File: src/rtl/syscall_pkg.sv
// Shared definitions for the console syscall unit: syscall codes, FSM
// states, ASCII constants, the powers-of-ten table and small helpers.
// No ports (package).
package syscall_pkg;

  localparam logic [31:0] SYS_PRINT_INT  = 32'd1;
  localparam logic [31:0] SYS_PRINT_STR  = 32'd4;
  localparam logic [31:0] SYS_EXIT       = 32'd10;
  localparam logic [31:0] SYS_PRINT_CHAR = 32'd11;

  localparam logic [7:0] ASCII_ZERO  = 8'h30;
  localparam logic [7:0] ASCII_MINUS = 8'h2D;

  typedef enum logic [3:0] {
    IDLE      = 4'd0,
    CHAR_EMIT = 4'd1,
    STR_FETCH = 4'd2,
    STR_WAIT  = 4'd3,
    STR_EMIT  = 4'd4,
    INT_SIGN  = 4'd5,
    INT_DIGIT = 4'd6,
    INT_EMIT  = 4'd7,
    HALTED    = 4'd8
  } state_e;

  // Entry k holds 10^k.
  localparam logic [9:0][31:0] POW10_TAB = {
    32'd1000000000, 32'd100000000, 32'd10000000, 32'd1000000, 32'd100000,
    32'd10000,      32'd1000,      32'd100,      32'd10,      32'd1
  };

  function automatic logic [31:0] pow10(input logic [3:0] k);
    logic [31:0] p;
    if (k > 4'd9) p = 32'd0;
    else          p = POW10_TAB[k];
    return p;
  endfunction

  function automatic logic is_known_code(input logic [31:0] c);
    return (c == SYS_PRINT_INT) || (c == SYS_PRINT_STR) ||
           (c == SYS_EXIT)      || (c == SYS_PRINT_CHAR);
  endfunction

  // Byte lane for a byte offset; big-endian puts offset 0 in bits 31:24.
  function automatic logic [7:0] pick_byte(input logic [31:0] w,
                                           input logic [1:0]  off,
                                           input logic        be);
    logic [1:0] lane;
    logic [7:0] b;
    lane = be ? (2'd3 - off) : off;
    case (lane)
      2'd0:    b = w[7:0];
      2'd1:    b = w[15:8];
      2'd2:    b = w[23:16];
      default: b = w[31:24];
    endcase
    return b;
  endfunction

endpackage

File: src/rtl/syscall_unit_if.sv
// Bundle of the syscall unit's core-side, memory-side and console-side
// signals.
//   slave  : the syscall unit (takes requests, issues reads, emits bytes)
//   master : the environment (core, memory and console sink)
interface syscall_unit_if;
  logic        syscall_req;
  logic [31:0] sys_call_reg;
  logic [31:0] std_out_address;
  logic        mem_rd_en;
  logic [31:0] mem_addr;
  logic [31:0] mem_rd_data;
  logic        mem_rd_valid;
  logic [7:0]  out_data;
  logic        out_valid;
  logic        out_ready;
  logic        busy;
  logic        halted;
  logic        err;

  modport slave (
    input  syscall_req, sys_call_reg, std_out_address,
    input  mem_rd_data, mem_rd_valid, out_ready,
    output mem_rd_en, mem_addr, out_data, out_valid, busy, halted, err
  );

  modport master (
    output syscall_req, sys_call_reg, std_out_address,
    output mem_rd_data, mem_rd_valid, out_ready,
    input  mem_rd_en, mem_addr, out_data, out_valid, busy, halted, err
  );
endinterface

File: src/rtl/syscall_unit_dec_digit_gen.sv
// Decimal digit generator for print_int.
//   clk, reset  : clock, synchronous active-high reset
//   start       : load value and begin at the 10^9 position
//   value       : unsigned magnitude to convert
//   next        : current digit consumed, advance to the next power
//   digit       : current decimal digit (0..9)
//   digit_valid : digit ready to print (leading zeros never show up here)
//   last        : current digit is the units digit
module dec_digit_gen
  import syscall_pkg::*;
(
  input  logic        clk,
  input  logic        reset,
  input  logic        start,
  input  logic [31:0] value,
  input  logic        next,
  output logic [3:0]  digit,
  output logic        digit_valid,
  output logic        last
);

  logic [31:0] mag_r;
  logic [3:0]  k_r;
  logic [3:0]  digit_r;
  logic        run_r;
  logic        lead_r;
  logic        active_r;
  logic [31:0] pow_s;
  logic        lz_s;

  assign pow_s = pow10(k_r);
  // Leading zero: nothing printed yet and this is not the units digit.
  assign lz_s  = lead_r && (digit_r == 4'd0) && (k_r != 4'd0);

  // Repeated subtraction, one per cycle; leading zeros are skipped internally.
  always_ff @(posedge clk) begin
    if (reset) begin
      mag_r    <= 32'd0;
      k_r      <= 4'd0;
      digit_r  <= 4'd0;
      run_r    <= 1'b0;
      lead_r   <= 1'b0;
      active_r <= 1'b0;
    end else if (start) begin
      mag_r    <= value;
      k_r      <= 4'd9;
      digit_r  <= 4'd0;
      run_r    <= 1'b1;
      lead_r   <= 1'b1;
      active_r <= 1'b1;
    end else if (active_r) begin
      if (run_r) begin
        if (mag_r >= pow_s) begin
          mag_r   <= mag_r - pow_s;
          digit_r <= digit_r + 4'd1;
        end else begin
          run_r <= 1'b0;
        end
      end else if (lz_s) begin
        k_r     <= k_r - 4'd1;
        digit_r <= 4'd0;
        run_r   <= 1'b1;
      end else if (next) begin
        lead_r <= 1'b0;
        if (k_r == 4'd0) begin
          active_r <= 1'b0;
        end else begin
          k_r     <= k_r - 4'd1;
          digit_r <= 4'd0;
          run_r   <= 1'b1;
        end
      end
    end
  end

  assign digit       = digit_r;
  assign digit_valid = active_r && !run_r && !lz_s;
  assign last        = (k_r == 4'd0);

endmodule

File: src/rtl/syscall_unit.sv
// SPIM-style console syscall executor sitting beside the register file.
//   clk, reset : clock, synchronous active-high reset
//   bus        : syscall_unit_if.slave
//     syscall_req/sys_call_reg/std_out_address : request, $v0 code, $a0 arg
//     mem_rd_en/mem_addr/mem_rd_data/mem_rd_valid : word read port
//     out_data/out_valid/out_ready : console byte stream (valid/ready)
//     busy (core stall), halted (sticky exit), err (sticky error)
module syscall_unit
  import syscall_pkg::*;
#(
  parameter int MAX_STR_LEN = 256,
  parameter bit BIG_ENDIAN  = 1'b1
)(
  input  logic           clk,
  input  logic           reset,
  syscall_unit_if.slave  bus
);

  localparam logic [31:0] MAX_LEN_C = 32'(MAX_STR_LEN);

  state_e      state_r, state_s;
  logic [31:0] arg_r, ptr_r, word_r, cnt_r;
  logic        halted_r, err_r;
  logic [7:0]  byte_s, out_data_s;
  logic        out_valid_s, mem_rd_en_s;
  logic        nul_s, xfer_s, str_full_s;
  logic        gen_start_s, gen_next_s, digit_valid_s, digit_last_s;
  logic [3:0]  digit_s;
  logic [31:0] mag_in_s;

  assign byte_s      = pick_byte(word_r, ptr_r[1:0], BIG_ENDIAN);
  assign nul_s       = (byte_s == 8'h00);
  assign xfer_s      = out_valid_s & bus.out_ready;
  assign str_full_s  = ((cnt_r + 32'd1) == MAX_LEN_C);
  // Negation of 0x80000000 stays 0x80000000, read as unsigned 2147483648.
  assign mag_in_s    = arg_r[31] ? (~arg_r + 32'd1) : arg_r;
  assign gen_start_s = (state_r == INT_SIGN) && (state_s == INT_DIGIT);
  assign gen_next_s  = (state_r == INT_EMIT) && bus.out_ready;

  dec_digit_gen u_digits (
    .clk         (clk),
    .reset       (reset),
    .start       (gen_start_s),
    .value       (mag_in_s),
    .next        (gen_next_s),
    .digit       (digit_s),
    .digit_valid (digit_valid_s),
    .last        (digit_last_s)
  );

  // State register.
  always_ff @(posedge clk) begin
    if (reset) state_r <= IDLE;
    else       state_r <= state_s;
  end

  // Next-state decode.
  always_comb begin
    state_s = state_r;
    case (state_r)
      IDLE: begin
        if (bus.syscall_req) begin
          case (bus.sys_call_reg)
            SYS_PRINT_INT:  state_s = INT_SIGN;
            SYS_PRINT_STR:  state_s = STR_FETCH;
            SYS_EXIT:       state_s = HALTED;
            SYS_PRINT_CHAR: state_s = CHAR_EMIT;
            default:        state_s = IDLE;
          endcase
        end else begin
          state_s = IDLE;
        end
      end
      CHAR_EMIT: begin
        if (bus.out_ready) state_s = IDLE;
        else               state_s = CHAR_EMIT;
      end
      STR_FETCH: state_s = STR_WAIT;
      STR_WAIT: begin
        if (bus.mem_rd_valid) state_s = STR_EMIT;
        else                  state_s = STR_WAIT;
      end
      STR_EMIT: begin
        if (nul_s)                   state_s = IDLE;
        else if (!xfer_s)            state_s = STR_EMIT;
        else if (str_full_s)         state_s = IDLE;
        else if (ptr_r[1:0] == 2'd3) state_s = STR_FETCH;
        else                         state_s = STR_EMIT;
      end
      INT_SIGN: begin
        if (!arg_r[31] || bus.out_ready) state_s = INT_DIGIT;
        else                             state_s = INT_SIGN;
      end
      INT_DIGIT: begin
        if (digit_valid_s) state_s = INT_EMIT;
        else               state_s = INT_DIGIT;
      end
      INT_EMIT: begin
        if (!bus.out_ready)   state_s = INT_EMIT;
        else if (digit_last_s) state_s = IDLE;
        else                   state_s = INT_DIGIT;
      end
      HALTED:  state_s = HALTED;
      default: state_s = IDLE;
    endcase
  end

  // Output decode from the current state.
  always_comb begin
    out_valid_s = 1'b0;
    out_data_s  = 8'h00;
    mem_rd_en_s = 1'b0;
    case (state_r)
      CHAR_EMIT: begin
        out_valid_s = 1'b1;
        out_data_s  = arg_r[7:0];
      end
      STR_FETCH: mem_rd_en_s = 1'b1;
      STR_EMIT: begin
        out_valid_s = !nul_s;
        out_data_s  = byte_s;
      end
      INT_SIGN: begin
        out_valid_s = arg_r[31];
        out_data_s  = arg_r[31] ? ASCII_MINUS : 8'h00;
      end
      INT_EMIT: begin
        out_valid_s = 1'b1;
        out_data_s  = ASCII_ZERO + {4'd0, digit_s};
      end
      default: begin
        out_valid_s = 1'b0;
        out_data_s  = 8'h00;
        mem_rd_en_s = 1'b0;
      end
    endcase
  end

  // Operand capture, string pointer/word/count and sticky flags.
  always_ff @(posedge clk) begin
    if (reset) begin
      arg_r    <= 32'd0;
      ptr_r    <= 32'd0;
      word_r   <= 32'd0;
      cnt_r    <= 32'd0;
      halted_r <= 1'b0;
      err_r    <= 1'b0;
    end else begin
      case (state_r)
        IDLE: begin
          if (bus.syscall_req) begin
            arg_r <= bus.std_out_address;
            ptr_r <= bus.std_out_address;
            cnt_r <= 32'd0;
            if (bus.sys_call_reg == SYS_EXIT)      halted_r <= 1'b1;
            if (!is_known_code(bus.sys_call_reg)) err_r    <= 1'b1;
          end
        end
        STR_WAIT: begin
          if (bus.mem_rd_valid) word_r <= bus.mem_rd_data;
        end
        STR_EMIT: begin
          if (xfer_s) begin
            ptr_r <= ptr_r + 32'd1;
            cnt_r <= cnt_r + 32'd1;
            if (str_full_s) err_r <= 1'b1;
          end
        end
        default: begin
          arg_r <= arg_r;
        end
      endcase
    end
  end

  assign bus.mem_rd_en = mem_rd_en_s;
  assign bus.mem_addr  = {ptr_r[31:2], 2'b00};
  assign bus.out_data  = out_data_s;
  assign bus.out_valid = out_valid_s;
  assign bus.busy      = bus.syscall_req || ((state_r != IDLE) && (state_r != HALTED));
  assign bus.halted    = halted_r;
  assign bus.err       = err_r;

endmodule

File: src/flat_wrapper.sv
// flat-port wrapper written by rule: the top's interface ports become plain ports
module syscall_unit_flat import syscall_pkg::*;
#(
  parameter int MAX_STR_LEN = 256,
  parameter bit BIG_ENDIAN  = 1'b1
)
  (clk, reset, bus_syscall_req, bus_sys_call_reg, bus_std_out_address, bus_mem_rd_data, bus_mem_rd_valid, bus_out_ready, bus_mem_rd_en, bus_mem_addr, bus_out_data, bus_out_valid, bus_busy, bus_halted, bus_err);
  syscall_unit_if bus_i ();
  input  logic clk;
  input  logic reset;
  input wire logic [$bits(bus_i.syscall_req)-1:0] bus_syscall_req;
  input wire logic [$bits(bus_i.sys_call_reg)-1:0] bus_sys_call_reg;
  input wire logic [$bits(bus_i.std_out_address)-1:0] bus_std_out_address;
  input wire logic [$bits(bus_i.mem_rd_data)-1:0] bus_mem_rd_data;
  input wire logic [$bits(bus_i.mem_rd_valid)-1:0] bus_mem_rd_valid;
  input wire logic [$bits(bus_i.out_ready)-1:0] bus_out_ready;
  output wire logic [$bits(bus_i.mem_rd_en)-1:0] bus_mem_rd_en;
  output wire logic [$bits(bus_i.mem_addr)-1:0] bus_mem_addr;
  output wire logic [$bits(bus_i.out_data)-1:0] bus_out_data;
  output wire logic [$bits(bus_i.out_valid)-1:0] bus_out_valid;
  output wire logic [$bits(bus_i.busy)-1:0] bus_busy;
  output wire logic [$bits(bus_i.halted)-1:0] bus_halted;
  output wire logic [$bits(bus_i.err)-1:0] bus_err;
  assign bus_i.syscall_req = bus_syscall_req;
  assign bus_i.sys_call_reg = bus_sys_call_reg;
  assign bus_i.std_out_address = bus_std_out_address;
  assign bus_i.mem_rd_data = bus_mem_rd_data;
  assign bus_i.mem_rd_valid = bus_mem_rd_valid;
  assign bus_i.out_ready = bus_out_ready;
  assign bus_mem_rd_en = bus_i.mem_rd_en;
  assign bus_mem_addr = bus_i.mem_addr;
  assign bus_out_data = bus_i.out_data;
  assign bus_out_valid = bus_i.out_valid;
  assign bus_busy = bus_i.busy;
  assign bus_halted = bus_i.halted;
  assign bus_err = bus_i.err;
  syscall_unit #(.MAX_STR_LEN(MAX_STR_LEN), .BIG_ENDIAN(BIG_ENDIAN)) u_core (.clk(clk), .reset(reset), .bus(bus_i));
endmodule
File: config.mk
export PLATFORM = sky130hd
export DESIGN_NAME = syscall_unit_flat
export DESIGN_NICKNAME = d
export VERILOG_FILES = /design/src/rtl/syscall_pkg.sv /design/src/rtl/syscall_unit_if.sv /design/src/rtl/syscall_unit_dec_digit_gen.sv /design/src/rtl/syscall_unit.sv /design/src/flat_wrapper.sv
export SDC_FILE = /design/constraint.sdc
export NUM_CORES = 1
export LEC_CHECK = 0
export BUFFER_PORTS_ARGS = -buffer_cell sky130_fd_sc_hd__buf_4
export CAP_MARGIN = 20
export CORE_MARGIN = 2
export CORE_UTILIZATION = 40
export DETAILED_ROUTE_END_ITERATION = 10
export PLACE_DENSITY = 0.66
export SYNTH_ARGS = -nofsm -noshare
export SYNTH_HDL_FRONTEND = slang
export SYNTH_SLANG_ARGS = --single-unit
File: constraint.sdc
create_clock -name clk -period 4.42 [get_ports clk]
set_input_delay 0.663 -clock clk [delete_from_list [all_inputs] [get_ports clk]]
set_output_delay 0.663 -clock clk [all_outputs]
set_load 0.1 [all_outputs]
==> results of run 1 <==
[per-stage QoR]
step                      utilization  power (mW)  hold WS, ns
final                           0.469        3.64        0.452
after floorplan                     -        2.03        0.436
after global placement          0.448        2.18        0.441
after detailed placement        0.448        2.18        0.446
after CTS                       0.468        3.67        0.457
after global routing            0.469        3.76        0.470
[Yosys cell counts, types with 10 or more instances]
cell type and n:
nor2b_1 14, nor4_1 18, o21bai_1 10, ha_1 44, or4_1 12, nand3_1 42, a211oi_1 28, dfxtp_1 177
and3_1 26, a31oi_1 19, a21oi_1 209, nand2_1 279, a22oi_1 10, nand4_1 25, nor2_1 160, inv_1 32
o21ai_0 91, or3_1 17, mux2i_1 13, o31ai_1 17, buf_4 32, xor2_1 26, and2_1 12, or2_2 10
a21o_1 19, nand2b_1 14, xnor2_1 37, clkbuf_1 91, nor3_1 59
[power groups by stage]
| stage | Clock (mW) | Sequential [mW] | Combinational [mW] |
|---|---|---|---|
| floorplan | 0 | 1.70 | 0.329 |
| global placement | 0 | 1.71 | 0.466 |
| detailed placement | 0 | 1.71 | 0.473 |
| CTS | 1.52 | 1.67 | 0.475 |
| global route | 1.57 | 1.68 | 0.505 |
| finish | 1.49 | 1.68 | 0.474 |
[worst min-delay path, cell delays in order, from the launching register on]
cell and delay [ns]:
dfxtp_1 0.32, inv_1 0.05, a21oi_1 0.05
[layout make-up]
| class | count | area share |
|---|---|---|
| clock inverter | 15 | 0.0108 |
| inverter | 32 | 0.00862 |
| timing repair buffer | 178 | 0.0968 |
| antenna | 1 | 0.000180 |
| tap | 390 | 0.0350 |
| clock buffer | 17 | 0.0305 |
| sequential | 177 | 0.254 |
| multi-input combinational | 1352 | 0.564 |
[timing repair]
action / 4_1_cts / 5_1_grt
endpoints found under the setup margin: 0 / 29
resized for setup: 0 / 3
setup buffers: 0 / 4
hold endpoints to repair: 0 / 0
[registers in the layout (all words and copies together), names as in the netlist]
signal                    flops
u_core.cnt_r                 32
u_core.word_r                32
u_core.u_digits.run_r         1
u_core.ptr_r                 32
u_core.u_digits.mag_r        32
u_core.u_digits.k_r           4
u_core.u_digits.digit         4
u_core.arg_r                 32
u_core.bus.err                1
u_core.u_digits.active_r      1
u_core.state_r                4
u_core.u_digits.lead_r        1
u_core.bus.halted             1
[layer usage]
| metal | wire (um) | vias up | part of all wire |
|---|---|---|---|
| met5 | 0 | - | 0 |
| met4 | 821 | 0 | 0.022 |
| met3 | 1960 | 49 | 0.051 |
| met2 | 18000 | 352 | 0.47 |
| met1 | 17400 | 5904 | 0.46 |
| li1 | - | 6208 | - |
[worst paths after layout]
path / start / end / slack, ns / cells after the start
setup reg to reg: u_core.u_digits.k_r[0] / u_core.u_digits.mag_r[6] / 0.38 / 17
hold reg to reg: u_core.bus.halted / u_core.bus.halted / 0.45 / 2
setup / recovery: u_core.u_digits.k_r[0] / u_core.u_digits.mag_r[6] / 0.38 / 17
hold / removal: u_core.bus.halted / u_core.bus.halted / 0.45 / 2
[cell families (layout without fill, tap and decap cells)]
family / after synthesis / after routing
AO/OA/AOI/OAI: 503 / 503
XOR/XNOR: 63 / 63
flip-flops: 177 / 177
other: 1 / 3
multiplexers: 15 / 15
adder cells (fa/ha/maj): 45 / 45
AND/OR/NAND/NOR: 724 / 724
buffers and inverters: 169 / 242
==> impl_results.md, run 1 <==
* Status: finished clean
* Skew final at 0.0127 ns
* Initial DRC count at 1044
* Dpl cells at 2125
* Final instance area at 13900 um^2
* Cell row count at 63
* XOR/XNOR Fraction of Synth Area at 0.0455
* CP dominant cell by count: nor2_1
* Largest net degree at the start of global routing at 80
* Routed via count at 12500
* Ranking of synthesized cells by area: dfxtp_1 29%, nand2_1 8.6%, a21oi_1 8.6%, nor2_1 5.0%, ha_1 4.5%
* Max Freq at 0.248 GHz
* Num CTS Buffers at 17
* Critical-path cell list: inv_1, ha_1, nor2_1, nor2_1, and2_1, a21oi_1, a21o_1, ha_1, nand4_1, or3_1, o41ai_1, buf_4, o21ai_4, buf_12, nand2_1, nor2_1, a211oi_1
* Top_reg_cell synth: dfxtp_1
* Area after DPL at 13300 um^2
* Post-synth top area share at 0.292
* Post-CTS Hold Fix Bufs at 0
* Hold Path Class: register to register
* Synthesized area at 12100 um^2
* Max Slew Vio Count at 0
* Layout Cells excl Fill at 2162
* Die footprint at 31700 um^2
* Met3 Track Usage GR at 0.0318
* Critical path type: register to register
* Setup TNS at 0 ns
* Port Buffers at 143
* Comb power frac at 0.130
* Total gr overflow at 0
* Share of cells above drive strength 1 at 0.137
* Final nets at 1904
* Mux contribution to synthesized area at 0.0126
* Unrepaired setup endpoints after global routing: no
* Slew margin rel. at 0.314
* Crit path DAT at 4.37 ns
* Fillers at 2960
* CTS tree: built
* Most frequent cells in the layout: 279 x nand2_1, 207 x a21oi_1, 177 x buf_4, 175 x dfxtp_1, 159 x nor2_1
* Complex-gate fraction of the synthesized area at 0.256
* Pwr dens at 261 nW/um^2
* Sink Count at 177
* Routing usage on met1 at 0.321
* CP Data Required Time at 4.75 ns
* Die X at 178 um
* Met2 Use GR at 0.395
* Pre-CTS WS at 0.215 ns
* Post-synthesis sequential area ratio at 0.292
* Seq pwr share at 0.460
* Bufs and invs on worst path at 3
* Clk Tree Root Cell: clkbuf_16
* Max VDD drop at 0.257 mV
* Initial antenna violation count at 1
* Commonest non-fill, non-tap cell in the layout: nand2_1
* Die Ht at 178 um
* Max incr delay on CP at 0.46 ns
* Least-Margin Pin Slew at 1.03 ns
* Yosys top cell by area: dfxtp_1
* Largest family of logic cells by synthesized area: simple AND/OR/NAND/NOR gates
* GRT Total Usage at 0.238
* Post-DP HPWL at 28200 um
* Worst-Skew Late Latency at 0.43 ns
* DRT Pass-1 Iters at 6
* Syn Inst Count at 1697
* Unique masters post-synth at 79
* Number of synthesized register bits at 177
* Placer congestion estimate at 0.942
* Final Cycle Share at 0.913
* Nature of the critical path startpoint: register
* Clock transition at path regs at 0.08 ns
* Area of the core at 29700 um^2
* Final worst path period need at 4.04 ns
* Avg WL per Cell at 17.7 um
* Clock Path Buffers at 2
* Register area at 3550 um^2
* Vias per cell at 5.79
* H-tree depth at 4
* GRT busiest layer: met2
* Mean Syn Cell Area at 7.15 um^2
* Critical path's slowest cell: dfxtp_2
* Int Power at 2.54 mW
* Sw frac at 0.304
* Number of global-route vias before repair at 11600
* Drt total wl at 38200 um
* Multi-input gate area at 7860 um^2
* Setup violations, final at 0
* Ys async rst share at 0
* Final worst slack at 0.384 ns
* Clk pwr share at 0.410
* Final hold vios at 0
* Post-DRT Antenna Nets at 0
* Psw at 1.11 mW
* Adder-Cell Fraction of Synth Area at 0.0470
* Delay-heaviest family, CP: simple AND/OR/NAND/NOR gates
* CP endpoint kind: register
* Post-synth EDFFs at 0
* # Max-Cap Violations at 0
* # DRC at 0
* Yosys warning count at 0
* Maximum fanout along the worst path at 35
* Ports at 146
* First-pass GRT wire length at 60600 um
* Simple-gate portion of the synthesized area at 0.284
* Starting Density at 0.408
* Area delta synth->final at 14.9%
* Leakage at 5.49 nW
No activity file was read; power rests on OpenSTA's default activity.
==> run 2, diff against run 1 <==
--- a/config.mk
+++ b/config.mk
@@ -9,6 +9,7 @@
 export CAP_MARGIN = 20
 export CORE_MARGIN = 2
 export CORE_UTILIZATION = 40
+export CTS_CLUSTER_SIZE = 10
 export DETAILED_ROUTE_END_ITERATION = 10
 export PLACE_DENSITY = 0.66
 export SYNTH_ARGS = -nofsm -noshare
==> constraint.sdc (replaced) <==
create_clock -name clk -period 4.42 [get_ports clk]
set_input_delay 0.663 -clock clk [delete_from_list [all_inputs] [get_ports clk]]
set_output_delay 0.663 -clock clk [all_outputs]
set_load 0.005 [all_outputs]
==> run 2 against run 1 <==
Compared with the run above: final cell count is the same; sequential share of layout area shrank 0.11 points; critical path depth is the same; combinational power shrank 29%; sequential power is essentially flat; core utilization grew 0.19 points; first-iteration DRC count grew 1.3%; setup slack lost 0.063 ns; critical endpoint is now u_core.u_digits.digit[1].
==> impl_results.md, run 2 (same netlist as run 1, synthesis figures left out) <==
* Status: finished clean
* Die X at 178 um
* Post-DP HPWL at 27800 um
* Vias per cell at 5.82
* Total gr overflow at 0
* Area of the core at 29700 um^2
* Least-Margin Pin Slew at 0.972 ns
* Final nets at 1904
* Final hold vios at 0
* Max Slew Vio Count at 0
* Int Power at 2.66 mW
* Die Ht at 178 um
* # Max-Cap Violations at 0
* Pwr dens at 258 nW/um^2
* Placer congestion estimate at 0.943
* Maximum fanout along the worst path at 35
* CP Data Required Time at 4.79 ns
* Clock transition at path regs at 0.08 ns
* Initial DRC count at 1058
* Crit path DAT at 4.47 ns
* Max incr delay on CP at 0.49 ns
* Critical path's slowest cell: dfxtp_1
* CP dominant cell by count: nor2_1
* Number of global-route vias before repair at 11600
* Critical path type: register to register
* Max Freq at 0.244 GHz
* Largest net degree at the start of global routing at 75
* Commonest non-fill, non-tap cell in the layout: nand2_1
* CTS tree: built
* Post-CTS Hold Fix Bufs at 0
* Comb power frac at 0.093
* Area after DPL at 13300 um^2
* Psw at 0.949 mW
* Num CTS Buffers at 17
* Max VDD drop at 0.240 mV
* Share of cells above drive strength 1 at 0.137
* Final worst path period need at 4.10 ns
* Clock Path Buffers at 2
* Routed via count at 12600
* Cell row count at 63
* Nature of the critical path startpoint: register
* Bufs and invs on worst path at 3
* Setup violations, final at 0
* Worst-Skew Late Latency at 0.43 ns
* Ports at 146
* Reg2reg setup slack at 0.32 ns
* Hold Path Class: register to register
* Port Buffers at 143
* Die footprint at 31700 um^2
* CP endpoint kind: register
* Area delta synth->final at 15.4%
* Drt total wl at 38000 um
* Slew margin rel. at 0.352
* Sink Count at 177
* First-pass GRT wire length at 60900 um
* H-tree depth at 4
* DRT Pass-1 Iters at 5
* Skew final at 0.0125 ns
* Clk pwr share at 0.442
* Critical-path cell list: inv_1, ha_1, nor2_1, nor2_1, and2_1, a22oi_1, ha_1, a21oi_1, o21ai_0, o211ai_1, o41ai_1, buf_4, o21ai_4, buf_12, and2_1, mux2_2, nor2_1
* Leakage at 5.52 nW
* Seq pwr share at 0.465
* Final Cycle Share at 0.927
* GRT Total Usage at 0.239
* Sw frac at 0.263
* Initial antenna violation count at 1
* Delay-heaviest family, CP: compound AO/OA/AOI/OAI gates
* Fillers at 3009
* Most frequent cells in the layout: 279 x nand2_1, 207 x a21oi_1, 176 x buf_4, 176 x dfxtp_1, 159 x nor2_1
* Starting Density at 0.408
* Util after Layout at 0.471
* Post-DRT Antenna Nets at 0
* Final instance area at 14000 um^2
* # DRC at 0
* Avg WL per Cell at 17.6 um
* Clk Tree Root Cell: clkbuf_16
run 2: worst register-to-register path: stages (launching register included):
cell      delay, ns
dfxtp_1        0.49
inv_1          0.13
ha_1           0.24
nor2_1         0.10
nor2_1         0.04
and2_1         0.22
a22oi_1        0.25
ha_1           0.36
a21oi_1        0.23
o21ai_0        0.22
o211ai_1       0.34
o41ai_1        0.13
buf_4          0.16
o21ai_4        0.28
buf_12         0.24
and2_1         0.19
mux2_2         0.33
nor2_1         0.07
run 2: through the flow:
step | hold WS (ns) | cells | power, mW | setup TNS (ns) | setup WS [ns]
after floorplan | 0.436 | 1698 | 1.90 | 0 | 0.389
after global placement | 0.440 | 2126 | 2.04 | 0 | 0.312
after detailed placement | 0.448 | 2126 | 2.05 | 0 | 0.187
after CTS | 0.458 | 2158 | 3.63 | 0 | 0.173
after global routing | 0.473 | 2162 | 3.73 | -0.00656 | -0.00656
final | 0.450 | 2162 | 3.61 | 0 | 0.320
run 2: routing by layer:
| layer | part of all wire | global-route usage | up-vias |
|---|---|---|---|
| met1 | 0.45 | 0.323 | 5922 |
| met3 | 0.059 | 0.0326 | 67 |
| met2 | 0.46 | 0.391 | 374 |
| li1 | - | - | 6211 |
| met4 | 0.027 | 0.0792 | 0 |
| met5 | 0 | 0 | - |
run 2: final timing paths:
| check | from | endpoint | cells after the start |
|---|---|---|---|
| worst max-delay path | u_core.u_digits.k_r[1] | u_core.u_digits.digit[1] | 17 |
| worst min register to register | u_core.bus.halted | u_core.bus.halted | 2 |
| worst max register to register | u_core.u_digits.k_r[1] | u_core.u_digits.digit[1] | 17 |
| worst min-delay path | u_core.bus.halted | u_core.bus.halted | 2 |
run 2: final cells by class:
type	count	area (um^2)	area share
clock buffers	19	443	0.0317
clock inverters	13	171	0.0122
inverters	32	120	0.00858
repair buffers	178	1360	0.0973
flip-flops and latches	177	3540	0.253
multi-input cells	1352	7860	0.562
well taps	390	488	0.0349
diodes	1	2.50	0.000179
run 2: power groups by stage:
| stage | clock network [mW] | registers [mW] | logic (mW) |
|---|---|---|---|
| 2_1_floorplan | 0 | 1.70 | 0.201 |
| 3_3_place_gp | 0 | 1.71 | 0.330 |
| 3_5_place_dp | 0 | 1.71 | 0.335 |
| 4_1_cts | 1.62 | 1.68 | 0.337 |
| 5_1_grt | 1.68 | 1.68 | 0.369 |
| 6_report | 1.59 | 1.68 | 0.337 |
run 2: timing repair:
| action | CTS | global route |
|---|---|---|
| hold endpoints to repair | 0 | 0 |
| buffers inserted | 0 | 3 |
| resized for setup | 0 | 4 |
| setup endpoints to repair | 0 | 26 |
==> run 3, diff against run 2 <==
--- a/config.mk
+++ b/config.mk
@@ -5,13 +5,14 @@
 export SDC_FILE = /design/constraint.sdc
 export NUM_CORES = 1
 export LEC_CHECK = 0
+export ABC_AREA = 1
 export BUFFER_PORTS_ARGS = -buffer_cell sky130_fd_sc_hd__buf_4
 export CAP_MARGIN = 20
 export CORE_MARGIN = 2
 export CORE_UTILIZATION = 40
 export CTS_CLUSTER_SIZE = 10
 export DETAILED_ROUTE_END_ITERATION = 10
-export PLACE_DENSITY = 0.66
+export PLACE_DENSITY = 0.68
 export SYNTH_ARGS = -nofsm -noshare
 export SYNTH_HDL_FRONTEND = slang
 export SYNTH_SLANG_ARGS = --single-unit
==> constraint.sdc (replaced) <==
create_clock -name clk -period 3.7 [get_ports clk]
set_input_delay 0.555 -clock clk [delete_from_list [all_inputs] [get_ports clk]]
set_output_delay 0.555 -clock clk [all_outputs]
set_load 0.005 [all_outputs]
==> run 3 against run 2 <==
Compared with the run above: first-iteration DRC count increased by 9.5%; setup slack got worse by 0.045 ns; sequential cell count unchanged; core utilization decreased by 0.68 points; non-clock buffer count decreased by 9; critical path type unchanged.
==> impl_results.md, run 3 <==
* Critical-path cell list: inv_1, ha_1, inv_1, a21oi_1, nor2_2, inv_1, o21ai_0, ha_1, a21oi_1, o21ai_0, a21oi_1, nand2_1, nand2_1, nand3_2, nand3_2, nand2_4, inv_2, buf_4, nand2_1, a21oi_1
* Die X at 186 um
* Share of cells above drive strength 1 at 0.124
* Number of global-route vias before repair at 12700
* Largest family of logic cells by synthesized area: simple AND/OR/NAND/NOR gates
* Initial antenna violation count at 0
* CP dominant cell by count: a21oi_1
* Clock Path Buffers at 2
* Setup violations, final at 0
* Nature of the critical path startpoint: register
* Slew margin rel. at 0.391
* Hold Startpoint: bus_std_out_address[8]
* Layout Cells excl Fill at 2685
* Bufs and invs on worst path at 5
* Top_reg_cell synth: dfxtp_1
* # DRC at 0
* Final hold vios at 0
* DRT Pass-1 Iters at 6
* Comb power frac at 0.134
* Complex-gate fraction of the synthesized area at 0.177
* Ranking of synthesized cells by area: dfxtp_1 27%, nand2_1 15%, nor2_1 8.3%, o21ai_0 7.5%, a21oi_1 7.2%
* # Max-Cap Violations at 0
* Unique masters post-synth at 52
* Crit path DAT at 3.80 ns
* Cell row count at 66
* Leakage at 6.80 nW
* Unrepaired setup endpoints after global routing: no
* Vias per cell at 5.22
* Fillers at 3427
* Die Ht at 186 um
* Yosys warning count at 0
* Least-Margin Pin Slew at 0.913 ns
* Initial DRC count at 1159
* Starting Density at 0.406
* Max Slew Vio Count at 0
* CTS tree: built
* Multi-input gate area at 8180 um^2
* Critical path type: register to register
* Hold Slack at 0.357 ns
* Simple-gate portion of the synthesized area at 0.343
* Final worst path period need at 3.42 ns
* Pwr dens at 297 nW/um^2
* Cell with the most instances after synthesis: nand2_1
* Synthesized area at 13200 um^2
* Clock transition at path regs at 0.07 ns
* Num CTS Buffers at 17
* Mean Syn Cell Area at 6.15 um^2
* Int Power at 3.22 mW
* Post-DRT Antenna Nets at 0
* Psw at 1.26 mW
* CP Launch Point: u_core.u_digits.k_r[1]
* Ys async rst share at 0
* Hold Path Class: primary input to register
* Port Buffers at 143
* Post-CTS Hold Fix Bufs at 0
* Status: finished clean
* Clk pwr share at 0.407
* Routed via count at 14000
* Maximum fanout along the worst path at 14
* Sink Count at 177
* Total gr overflow at 0
* Number of synthesized register bits at 177
* Die footprint at 34500 um^2
* Max Freq at 0.292 GHz
* Max incr delay on CP at 0.36 ns
* Post-synth EDFFs at 0
* Placer congestion estimate at 0.994
* Sw frac at 0.282
* Post-synth top area share at 0.268
* Final Cycle Share at 0.925
* XOR/XNOR Fraction of Synth Area at 0.0424
* Largest net degree at the start of global routing at 67
* Drt total wl at 42000 um
* Post-DP HPWL at 33000 um
* CP Data Required Time at 4.07 ns
* Post-synthesis sequential area ratio at 0.268
* H-tree depth at 4
* Ports at 146
* Final nets at 2376
* Most frequent cells in the layout: 512 x nand2_1, 292 x nor2_1, 229 x inv_1, 199 x o21ai_0, 189 x a21oi_1
* Setup TNS at 0 ns
* Critical path's slowest cell: ha_1
* Worst-Skew Late Latency at 0.44 ns
* Commonest cells in the netlist: 513 x nand2_1, 293 x nor2_1, 230 x inv_1
* Dpl cells at 2652
* Area after DPL at 14500 um^2
* Skew final at 0.0101 ns
* Delay-heaviest family, CP: compound AO/OA/AOI/OAI gates
* Total power at 4.48 mW
* Syn Inst Count at 2148
* Max VDD drop at 0.332 mV
* Register area at 3540 um^2
* Diodes inserted at 0
* Area delta synth->final at 14.3%
* Avg WL per Cell at 15.6 um
* Mux contribution to synthesized area at 0.0121
* Seq pwr share at 0.458
* Area of the core at 32500 um^2
* Clk Tree Root Cell: clkbuf_16
* Final instance area at 15100 um^2
* CP endpoint kind: register
* GRT Total Usage at 0.244
* Commonest non-fill, non-tap cell in the layout: nand2_1
* First-pass GRT wire length at 66600 um
* Adder-Cell Fraction of Synth Area at 0.0432
* Yosys top cell by area: dfxtp_1
* R2r startpoint: u_core.u_digits.k_r[1]
run 3: cell count changes after synthesis, sizes merged, moves of 24 or more:
cell / before / now
xnor2: 37 / 13
nand2: 279 / 531
nand3: 43 / 117
clkbuf: 91 / 43
nor2: 160 / 313
a211oi: 28 / 3
and3: 26 / 0
o21ai: 95 / 202
nor3: 60 / 35
xor2: 26 / 51
inv: 32 / 238
run 3: kinds of logic after synthesis:
logic type,count (synthesis)
XOR/XNOR,64
buffers and inverters,346
adder cells (fa/ha/maj),45
flip-flops,177
other,1
AO/OA/AOI/OAI,441
AND/OR/NAND/NOR,1058
multiplexers,16
run 3: final timing paths:
kind / end / slack (ns) / cells after the start
hold / removal: u_core.arg_r[8] / 0.36 / 3
setup / recovery: u_core.u_digits.mag_r[22] / 0.28 / 20
setup reg to reg: u_core.u_digits.mag_r[22] / 0.28 / 20
hold reg to reg: u_core.word_r[13] / 0.45 / 2
run 3: timing repair:
item,4_1_cts,5_1_grt
endpoints found under the setup margin,0,36
gates resized for setup,0,4
setup buffers,0,0
hold endpoints to repair,0,0
run 3: final cells by class:
cell class	instances	area share
clock buffers	18	0.0284
clock inverters	14	0.0106
inverters	239	0.0595
multi-input cells	1626	0.542
flip-flops and latches	177	0.235
well taps	442	0.0366
repair buffers	169	0.0882
run 3: power groups by stage:
stage | sequential [mW] | combinational, mW | clock (mW)
floorplan | 2.07 | 0.394 | 0
global placement | 2.09 | 0.588 | 0
detailed placement | 2.10 | 0.597 | 0
CTS | 2.05 | 0.600 | 1.85
global route | 2.06 | 0.673 | 1.93
finish | 2.05 | 0.603 | 1.83
run 3: worst register-to-register path: stages (launching register included):
cell and delay (ns):
dfxtp_1 0.31, inv_1 0.11, ha_1 0.18, inv_1 0.06, a21oi_1 0.21, nor2_2 0.08
inv_1 0.17, o21ai_0 0.16, ha_1 0.36, a21oi_1 0.24, o21ai_0 0.18, a21oi_1 0.19
nand2_1 0.14, nand2_1 0.09, nand3_2 0.13, nand3_2 0.13, nand2_4 0.10, inv_2 0.13
buf_4 0.20, nand2_1 0.07, a21oi_1 0.13
run 3: layer usage:
layer / track usage / wire length, um / vias up
met2: 0.388 / 18700 / 472
met3: 0.0331 / 2630 / 52
li1: - / - / 7107
met1: 0.342 / 19600 / 6383
met5: 0 / 0 / -
met4: 0.0756 / 1110 / 0
run 3: per-stage QoR:
stage                     utilization  setup slack, ns
after floorplan                     -            0.735
after global placement          0.445            0.231
after CTS                       0.463           0.0786
after detailed placement        0.445           0.0978
final                           0.464            0.276
after global routing            0.464           0.0295
